--- src/rtl/appx_mult_pkg.sv ---
// Shared types and constants for the approximate multiplier pipeline.
package appx_mult_pkg;
  localparam int W_MIN  = 4;
  localparam int W_MAX  = 16;
  localparam int STAGES = 2;

  typedef enum logic [1:0] {
    MODE_EXACT = 2'd0,
    MODE_LEAD1 = 2'd1,
    MODE_LEAD2 = 2'd2,
    MODE_RSVD  = 2'd3
  } mode_e;
endpackage

--- src/rtl/appx_b_trunc.sv ---
// Combinational multiplier truncation: keeps the leading one (mode 1) or the
// leading one plus the next lower bit (mode 2); other modes pass b through.
module appx_b_trunc
  import appx_mult_pkg::*;
#(
  parameter int W = 8
) (
  input  logic [W-1:0] b,
  input  mode_e        mode,
  output logic [W-1:0] b_trunc
);
  logic [W-1:0] lead;

  // Ascending scan; the last set bit seen is the most significant one.
  always_comb begin
    lead = '0;
    for (int i = 0; i < W; i++)
      if (b[i]) lead = W'(1) << i;
  end

  always_comb begin
    case (mode)
      MODE_LEAD1: b_trunc = lead;
      MODE_LEAD2: b_trunc = b & (lead | (lead >> 1));
      default:    b_trunc = b;
    endcase
  end
endmodule

--- src/rtl/appx_mult_pipe.sv ---
// Two-stage valid/ready approximate multiplier with consume and error
// statistics counters.
module appx_mult_pipe
  import appx_mult_pkg::*;
#(
  parameter int W     = 8,
  parameter int CNT_W = 16
) (
  input  logic             clk,
  input  logic             rst_n,
  input  logic             in_valid,
  output logic             in_ready,
  input  logic [W-1:0]     a,
  input  logic [W-1:0]     b,
  input  logic [1:0]       mode,
  output logic             out_valid,
  input  logic             out_ready,
  output logic [2*W-1:0]   y,
  output logic [1:0]       y_mode,
  input  logic             clr_stats,
  output logic [CNT_W-1:0] op_cnt,
  output logic [CNT_W-1:0] err_cnt
);
  localparam logic [CNT_W-1:0] CNT_MAX = '1;

  typedef struct packed {
    logic [W-1:0]   a;
    logic [W-1:0]   bp;
    mode_e          mode;
    logic [2*W-1:0] exact;
  } s1_t;

  typedef struct packed {
    logic [2*W-1:0] y;
    mode_e          mode;
    logic           mis;
  } s2_t;

  logic [STAGES:1] vld_pipe;
  s1_t             s1_q, s1_d;
  s2_t             s2_q, s2_d;
  logic [W-1:0]    bp;
  mode_e           mode_in;
  logic            adv1, adv2, fire_in, fire_out;

  assign mode_in = mode_e'(mode);

  appx_b_trunc #(.W(W)) u_trunc (
    .b       (b),
    .mode    (mode_in),
    .b_trunc (bp)
  );

  assign adv2     = !vld_pipe[2] || out_ready;
  assign adv1     = !vld_pipe[1] || adv2;
  assign in_ready = rst_n && adv1;
  assign fire_in  = in_valid && in_ready;
  assign fire_out = vld_pipe[2] && out_ready;

  always_comb begin
    s1_d       = '0;
    s1_d.a     = a;
    s1_d.bp    = bp;
    s1_d.mode  = mode_in;
    s1_d.exact = (2*W)'(a) * (2*W)'(b);
  end

  always_comb begin
    s2_d      = '0;
    s2_d.y    = (2*W)'(s1_q.a) * (2*W)'(s1_q.bp);
    s2_d.mode = s1_q.mode;
    s2_d.mis  = (s2_d.y != s1_q.exact);
  end

  always_ff @(posedge clk) begin
    if (!rst_n) begin
      vld_pipe <= '0;
      s1_q     <= '0;
      s2_q     <= '0;
    end else begin
      if (adv1) begin
        vld_pipe[1] <= fire_in;
        if (fire_in) s1_q <= s1_d;
      end
      if (adv2) begin
        vld_pipe[2] <= vld_pipe[1];
        if (vld_pipe[1]) s2_q <= s2_d;
      end
    end
  end

  assign out_valid = vld_pipe[2];
  assign y         = s2_q.y;
  assign y_mode    = s2_q.mode;

  // Clear wins over a same-cycle consume; counters stick at all-ones.
  always_ff @(posedge clk) begin
    if (!rst_n || clr_stats) begin
      op_cnt  <= '0;
      err_cnt <= '0;
    end else if (fire_out) begin
      if (op_cnt != CNT_MAX) op_cnt <= op_cnt + 1'b1;
      if (s2_q.mis && err_cnt != CNT_MAX) err_cnt <= err_cnt + 1'b1;
    end
  end
endmodule

--- config.mk ---
export PLATFORM = sky130hd
export DESIGN_NAME = appx_mult_pipe
export DESIGN_NICKNAME = d
export VERILOG_FILES = /design/src/rtl/appx_mult_pkg.sv /design/src/rtl/appx_b_trunc.sv /design/src/rtl/appx_mult_pipe.sv
export SDC_FILE = /design/constraint.sdc
export NUM_CORES = 1
export LEC_CHECK = 0
export ABC_AREA = 1
export CORE_MARGIN = 5
export CORE_UTILIZATION = 35
export CTS_CLUSTER_SIZE = 25
export DETAILED_ROUTE_END_ITERATION = 8
export PLACE_DENSITY_LB_ADDON = 0.05
export SYNTH_ARGS = -nofsm -noshare
export SYNTH_HDL_FRONTEND = slang
export SYNTH_HIERARCHICAL = 1
export SYNTH_SLANG_ARGS = --single-unit
export TNS_END_PERCENT = 30
--- constraint.sdc ---
create_clock -name clk -period 13.2 [get_ports clk]
set_input_delay 1.32 -clock clk [delete_from_list [all_inputs] [get_ports clk]]
set_output_delay 1.32 -clock clk [all_outputs]
set_load 0.02 [all_outputs]
-- Yosys cells after proc, flatten, opt, wreduce, memory -nomap -nowiden
Index checks and enable logic that the tools add are counted.
- $lt $le $gt $ge: 0
- bitwise operators: 2
- equality and inequality tests: 5
- multiply operators: 2
- div/mod/pow operators: 0
- $add $sub $neg: 2
- multiplexer cells: 9
- shift-type cells: 0
- reduce and logical (&&, ||, !) cells: 14
- operators with widths (operator ; number):
    $mux W8 ; 7
    $add A16 B1 Y16 const B ; 2
    $mul A8 B8 Y16 ; 2
    $ne A16 B16 Y1 const B ; 2
    $ne A16 B16 Y1 ; 1
    $pmux W8 S2 ; 1
    $and A8 B8 Y8 ; 1
    $or A8 B7 Y8 ; 1
    $reduce_and A2 Y1 ; 4
    $logic_and A1 B1 Y1 ; 4
    $logic_not A1 Y1 ; 3
    $logic_or A1 B1 Y1 ; 3
    $eq A2 B1 Y1 const B ; 1
    $eq A2 B2 Y1 const B ; 1
    $mux W1 ; 1
- memories: 0
- bits in latches: 0
- flip-flop bits (word level): 87
- output and inout bits: 52
- RAM bits: 0
- input bits: 23
- logic and storage cells: 45
- bits in read-only memories: 0

-- Longest topological paths before layout
Gate-level depths: netlist of the first run.
- word-level depth: 11
- mapped depth: 27
- gate-level depth less buffers: 26

-- By module
The synthesis of the first run kept the hierarchy.
- modules (own cells, without submodules) (module ; seq. area each (um^2) ; area each (um^2) ; instances ; cells an instance):
    appx_mult_pipe ; 1741.7 ; 8459.4 ; 1 ; 1231
    appx_b_trunc ; 0.0 ; 235.2 ; 1 ; 45

-- Worst setup path before layout of the first run
OpenSTA, ideal clock, no wires.
- path type: input port to flip-flop
- start: in a[5]
- end: reg s1_q[13] (netlist name)
- buffers on the path: 1
- path slack: 8.162 ns
- cell stages on the path: 20
- setup time: 0.115 ns
- data arrival time: 4.923 ns
- required time: 13.085 ns
- cells stage by stage: clkbuf_1 > nand2_1 > fa_1 > fa_1 > inv_1 > fa_1 > inv_1 > fa_1 > inv_1 > ha_1 > nand2_1 > inv_1 > a21oi_1 > o21ai_0 > nand2_1 > nand3_1 > nand2_1 > nand2_1 > o21ai_0 > inv_1
- cells in the longest elaborated chain, start to end: 1
- ends and longest elaborated chain (item ; RTL line ; RTL):
    start: declaration ; appx_mult_pipe.sv:13 ; input logic [W-1:0] a,
    $mul A8 B8 Y16 ; appx_mult_pipe.sv:65 ; s1_d.exact = (2*W)'(a) * (2*W)'(b);
    end signal: assignment ; appx_mult_pipe.sv:78 ; s1_q <= '0;
    end signal: assignment ; appx_mult_pipe.sv:83 ; if (fire_in) s1_q <= s1_d;
    end: declaration ; appx_mult_pipe.sv:40 ; s1_t s1_q, s1_d;
Every way passes these cells.
A chain may end at the register's enable or synchronous reset.

-- Final worst setup path of the first run
- start: in b[3]
- end: reg s1_q[15] (netlist name)
- cells in the longest elaborated chain, start to end: 1
- ends and longest elaborated chain (item ; RTL line ; RTL):
    start: declaration ; appx_mult_pipe.sv:14 ; input logic [W-1:0] b,
    $mul A8 B8 Y16 ; appx_mult_pipe.sv:65 ;
Every way passes these cells.

==> results_dict.tcl, run 1 <==
set metrics [dict create \
    status "finished, final reports clean" \
    drc 0 \
    synth_nets 1447 \
    synth.largest_area_cell "dfxtp_1" \
    synth_area_leaders "dfxtp_1 20%, fa_1 17%, nand2_1 14%" \
    maxSlewViolCount 0 \
    synthCells 1276 \
    drv_cap 0 \
    syn_to_final_growth_pct 13.12 \
    dr.pass1.iters 5 \
    max_freq_ghz 0.1834 \
    num_rows 57 \
    fp.dieH_um 167.6 \
    path_cells "clkdlybuf4s50_1 > nand2_1 > fa_1 > fa_1 > inv_1 > fa_1 > inv_1 > fa_1 > inv_1 > ha_1 > nand2_1 > inv_1 > a21oi_1 > o21ai_0 > nand4_1 > nand3_1 > nand3_1 > nand2_1 > inv_1" \
    synthFlopType "dfxtp_1" \
    root_buffer "clkbuf_16" \
    critPathArrivalTime_ns 5.70 \
    hold_violations 0 \
    cp-start-kind "input pin" \
    post_cts_buffers 0 \
    fin_crit_ns 5.452 \
    cts_tree "done" \
    synth-edff-count 0 \
    min_period_over_period_pct 41.30 \
    cts_resized 0 \
    setup-tns-final_ns 0 \
    synth_top_area_share_pct 20.03 \
    cts-buffers-inserted 9 \
    crit_slowest_cell "clkdlybuf4s50_1" \
    final_antenna_net_count 0 \
    setup-violations-final 0 \
    coreArea_um2 24390 \
    vias_per_cell 4.640 \
    endpoint_kind "register" \
    finalPower_uw 908.5 \
    syn_area_per_cell_um2 6.814 \
    synth.most_common_cell "nand2_1" \
    worst-slew-pin-transition_ns 1.000 \
    critical_path_class "input pin to register" \
    die_w_um 167.6 \
    gr-total-overflow 0 \
    worstHoldPathType "register to register" \
    cts_buffer_depth 2 \
    n_antenna_cell 0 \
    vdd_ir_drop_max_uv 66.21 \
    yosysWarnings 6 \
    port_buffers 74 \
    crit_start "b[3]" \
    die-area_um2 28090 \
    nNetsFinal 1465 \
    drive_gt1_share_pct 3.002 \
    rsz0062_at_grt "false" \
    async_reset_ff_share_pct 0 \
    grt_pass1_wl_mm 38.81 \
    critPathRequiredTime_ns 13.45 \
    dp.final_hpwl_mm 18.44 \
    syn_area_um2 8695 \
    io_pins 75 \
    yosysSeqAreaShare_pct 20.03 \
    htree_num_levels 3 \
    cp_max_fo 13 \
    grt_pass1_vias 7492 \
    max_slew_margin_pct 33.24 \
    power_density_nw_per_um2 92.37 \
    synthTopCellsByCount "331 x nand2_1, 282 x inv_1, 87 x dfxtp_1, 76 x ha_1, 75 x nor2_1" \
    clk_pin_slew_ns 0.08 \
    cts_hold_buf 0 \
    clk_latency_ns 0.35 \
    wl_per_cell_um 14.12 \
    r2r-start "s1_q[29]" \
    fin_skew_ns 0.01366 \
    grt_antenna_before_repair 0 \
    p_leak_uw 0.005221 \
    grt_max_degree 50 \
    vias 7530 \
    grt_use_total_pct 16.83 \
    slowest_delay_ns 0.76 \
    cts_sinks 87 \
    drtIter0Drc 508 \
    gp_congestion 0.8314 \
    start_util_pct 35.65 \
    routed_wl_mm 22.92 \
    synth_seq_cells 87 \
    final_core_util_pct 40.33 \
    hp-start "vld_pipe[1]" \
    yosysUniqueCellTypes 46 \
    cpMostUsedCell "inv_1" \
]
-- metal layers --
metal  GRT usage (%)  vias to the layer above  routed length [µm]
met1           23.18                     3496               11420
met5               0                        -                   0
met2           28.66                      118               10510
met4           3.282                        0                 256
li1                -                     3901                   -
met3           2.004                       15                 724
-- layout make-up --
type / count / area [µm²]
Multi-Input combinational cell: 831 / 5530
Fill cell: 2632 / 14560
Clock buffer: 10 / 239.0
Sequential cell: 87 / 1742
Timing Repair Buffer: 77 / 763.2
Clock inverter: 6 / 75.07
Tap cell: 324 / 405.4
Inverter: 288 / 1081
-- metrics by stage --
| stage | setup slack [ns] | area [µm²] | hold WS (ns) | instances |
|---|---|---|---|---|
| floorplan | 8.162 | 8695 | 0.4453 | 1276 |
| global placement | 7.404 | 9522 | 0.4639 | 1607 |
| detailed placement | 7.357 | 9522 | 0.4622 | 1607 |
| CTS | 7.717 | 9836 | 0.4745 | 1623 |
| global route | 7.386 | 9836 | 0.4920 | 1623 |
| finish | 7.748 | 9836 | 0.4748 | 1623 |
-- critical path: cells and delay by family --
family	cells	cell delay (ns)
adders and majority gates	5	2.33
buffers and inverters	6	0.99
AOI/OAI and AO/OA	2	0.43
and+or+nand+nor	6	0.64
-- power by group --
part	internal (µW)	total [µW]	leakage, µW	switching [µW]
clock	156	279	0.000157	123
combinational	128	324	0.00435	196
sequential	282	306	0.000711	24.2
total	566	909	0.00522	343
-- flip-flops by register name, indices dropped and copies added, names as in the netlist --
register,cells
y,16
vld_pipe,2
s2_q,1
y_mode,2
s1_q,34
op_cnt,16
err_cnt,16
-- final timing paths --
check,slack [ns],cells past startpoint,end
max,7.75,19,s1_q[15]
min,0.47,2,vld_pipe[2]
max reg2reg,8.60,22,s2_q[0]
min reg2reg,0.47,2,vld_pipe[2]
-- placed cells by master, fill, tap and decap left out, types with 2 or more instances in the layout --
cell type,netlist,routed
o21ai_0,70,70
xnor2_1,8,8
dfxtp_1,87,87
clkbuf_16,0,9
nor2_2,1,2
o31ai_1,3,3
a211oi_1,2,2
o211ai_1,7,7
o21ba_2,2,2
nand3_1,70,70
buf_4,18,3
xor2_1,9,9
nand2_1,331,331
a21oi_2,2,2
a31oi_1,2,2
inv_2,5,5
o211a_1,2,2
o21ai_1,2,2
ha_1,76,76
nand4_1,11,11
inv_8,0,2
clkdlybuf4s50_1,0,74
nor2_1,75,74
nand3b_1,6,6
nor4_1,4,4
fa_1,72,72
inv_1,282,282
nor3_1,13,13
or2_2,2,2
a21oi_1,47,47
-- cell families after synthesis --
family | share of synthesized area, %
compound gates | 9.124
fa+ha+maj | 27.51
xor+xnor | 1.713
simple gates | 25.23
flops | 20.03
buf+inv | 16.39
Power figures use the tool's default switching activity.
==> run 2: changes to the inputs <==
clock period = 5.7 ns   (was 13.2 ns; I/O delays follow)
==> results_dict.tcl, run 2 (same netlist as run 1, synthesis figures left out) <==
set metrics [dict create \
    grtUsageMet3_pct 1.957 \
    dr.pass1.iters 7 \
    maxSlewViolCount 0 \
    final_common_cell "nand2_1" \
    clk_latency_ns 0.35 \
    start_util_pct 35.65 \
    cts_buffer_depth 2 \
    critical_path_class "input pin to register" \
    final_antenna_net_count 0 \
    p_leak_uw 0.005225 \
    min_period_over_period_pct 83.15 \
    clk_pin_slew_ns 0.07 \
    cp_top_family "adder cells" \
    wl_per_cell_um 14.14 \
    grt_pass1_vias 7741 \
    max_freq_ghz 0.2110 \
    rsz0062_at_grt "false" \
    drc 0 \
    status "finished, final reports clean" \
    power_density_nw_per_um2 213.2 \
    syn_to_final_growth_pct 13.21 \
    root_buffer "clkbuf_16" \
    grt_use_total_pct 17.17 \
    fin_crit_ns 4.739 \
    crit_path_end "s1_q[13]" \
    final_cell_mix "331 x nand2_1, 282 x inv_1, 87 x dfxtp_1" \
    worstHoldPathType "register to register" \
    routed_wl_mm 22.97 \
    grt_pass1_wl_mm 39.58 \
    htree_num_levels 3 \
    slowest_delay_ns 0.78 \
    num_rows 57 \
    cts_sinks 87 \
    setup-tns-final_ns 0 \
    reg2reg_slack_ns 1.06 \
    path_depth 20 \
    met1_usage_pct 23.40 \
    grt_max_degree 50 \
    n_antenna_cell 0 \
    crit_start "b[3]" \
    cp_max_fo 13 \
    nNetsFinal 1466 \
    drtIter0Drc 422 \
    io_pins 75 \
    vdd_ir_drop_max_uv 180.0 \
    cts_hold_buf 0 \
    port_buffers 74 \
    r2r-start "s1_q[29]" \
    fp.dieH_um 167.6 \
    crit_slowest_cell "clkdlybuf4s50_1" \
    die_w_um 167.6 \
    post_cts_buffers 0 \
    cts-buffers-inserted 9 \
    r2r_cells 21 \
    max_slew_margin_pct 33.79 \
    fin_skew_ns 0.01029 \
    largest_register_ffs 34 \
    drive_gt1_share_pct 3.077 \
    largest-register "s1_q" \
    cts_resized 0 \
    r2r-end "s2_q[0]" \
    worst-slew-pin-transition_ns 0.9920 \
    critPathRequiredTime_ns 5.94 \
    endpoint_kind "register" \
    critPathArrivalTime_ns 4.98 \
    use_met2_pct 28.85 \
    grt_antenna_before_repair 0 \
    vias 7510 \
    final_core_util_pct 40.36 \
    path_buf_inv 6 \
    hold_violations 0 \
    gp_congestion 0.8487 \
    coreArea_um2 24390 \
    cp-start-kind "input pin" \
    gr-total-overflow 0 \
    setup-violations-final 0 \
    top_usage_layer "met2" \
    fillers 2673 \
    drv_cap 0 \
    path_cells "clkdlybuf4s50_1 > nand2_1 > fa_1 > fa_1 > inv_1 > fa_1 > inv_1 > fa_1 > inv_1 > ha_1 > nand2_1 > inv_1 > a21oi_1 > o21ai_0 > nand2_1 > nand3_1 > nand2_1 > nand2_1 > o21ai_0 > inv_1" \
    dp.final_hpwl_mm 18.61 \
    vias_per_cell 4.624 \
    finalPower_uw 2099 \
    die-area_um2 28090 \
    cts_tree "done" \
]
[run 2: worst min path at each step]
| stage | end | slack (ns) | startpoint | cells past startpoint |
|---|---|---|---|---|
| final | vld_pipe[2] | 0.47 | vld_pipe[1] | 2 |
| after global routing | s1_q[1] | 0.49 | s1_q[1] | 2 |
| after CTS | vld_pipe[2] | 0.47 | vld_pipe[1] | 2 |
| after detailed placement | vld_pipe[2] | 0.47 | vld_pipe[1] | 2 |
| after global placement | vld_pipe[2] | 0.46 | vld_pipe[1] | 2 |
| after floorplan | s1_q[1] | 0.45 | s1_q[1] | 2 |
[run 2: area by class of cell]
type | instances | area [µm²] | area share [%]
clock buffers | 10 | 239.0 | 2.428
clock inverters | 6 | 75.07 | 0.7627
repair buffers | 78 | 770.7 | 7.830
flip-flops and latches | 87 | 1742 | 17.69
inverters | 288 | 1081 | 10.98
well taps | 324 | 405.4 | 4.118
multi-input cells | 831 | 5530 | 56.18
[run 2: power breakdown]
group / internal (µW) / switching, µW
logic: 296 / 456
registers: 654 / 55.8
clock network: 360 / 277
total: 1310 / 789
[run 2: metal layers]
| metal | wire, µm | up-vias |
|---|---|---|
| met1 | 11460 | 3475 |
| met5 | 0 | - |
| li1 | - | 3910 |
| met2 | 10430 | 101 |
| met3 | 599 | 24 |
| met4 | 482 | 0 |
[run 2: worst register-to-register path: stages (launching register included)]
cell and delay (ns):
dfxtp_1 0.60, nand2_1 0.11, inv_1 0.09, fa_1 0.46, fa_1 0.53, fa_1 0.55, inv_1 0.05, fa_1 0.52
inv_1 0.04, ha_1 0.36, nand2_1 0.14, inv_1 0.05, a21oi_1 0.24, nand2_1 0.13, nand2_1 0.12, nand3_1 0.10
nand3_1 0.11, nand2_1 0.05, inv_1 0.04, nand3_1 0.07, nor2_1 0.13, nor2_1 0.04
[run 2: through the flow]
stage                     area [µm²]  setup WS, ns  hold WS, ns  std cells
after floorplan                 8695         1.412       0.4453       1276
final                           9843        0.9607       0.4705       1624
after global placement          9529        0.6610       0.4614       1608
after CTS                       9843        0.9415       0.4714       1624
after global routing            9843        0.5547       0.4943       1624
after detailed placement        9529        0.5642       0.4672       1608
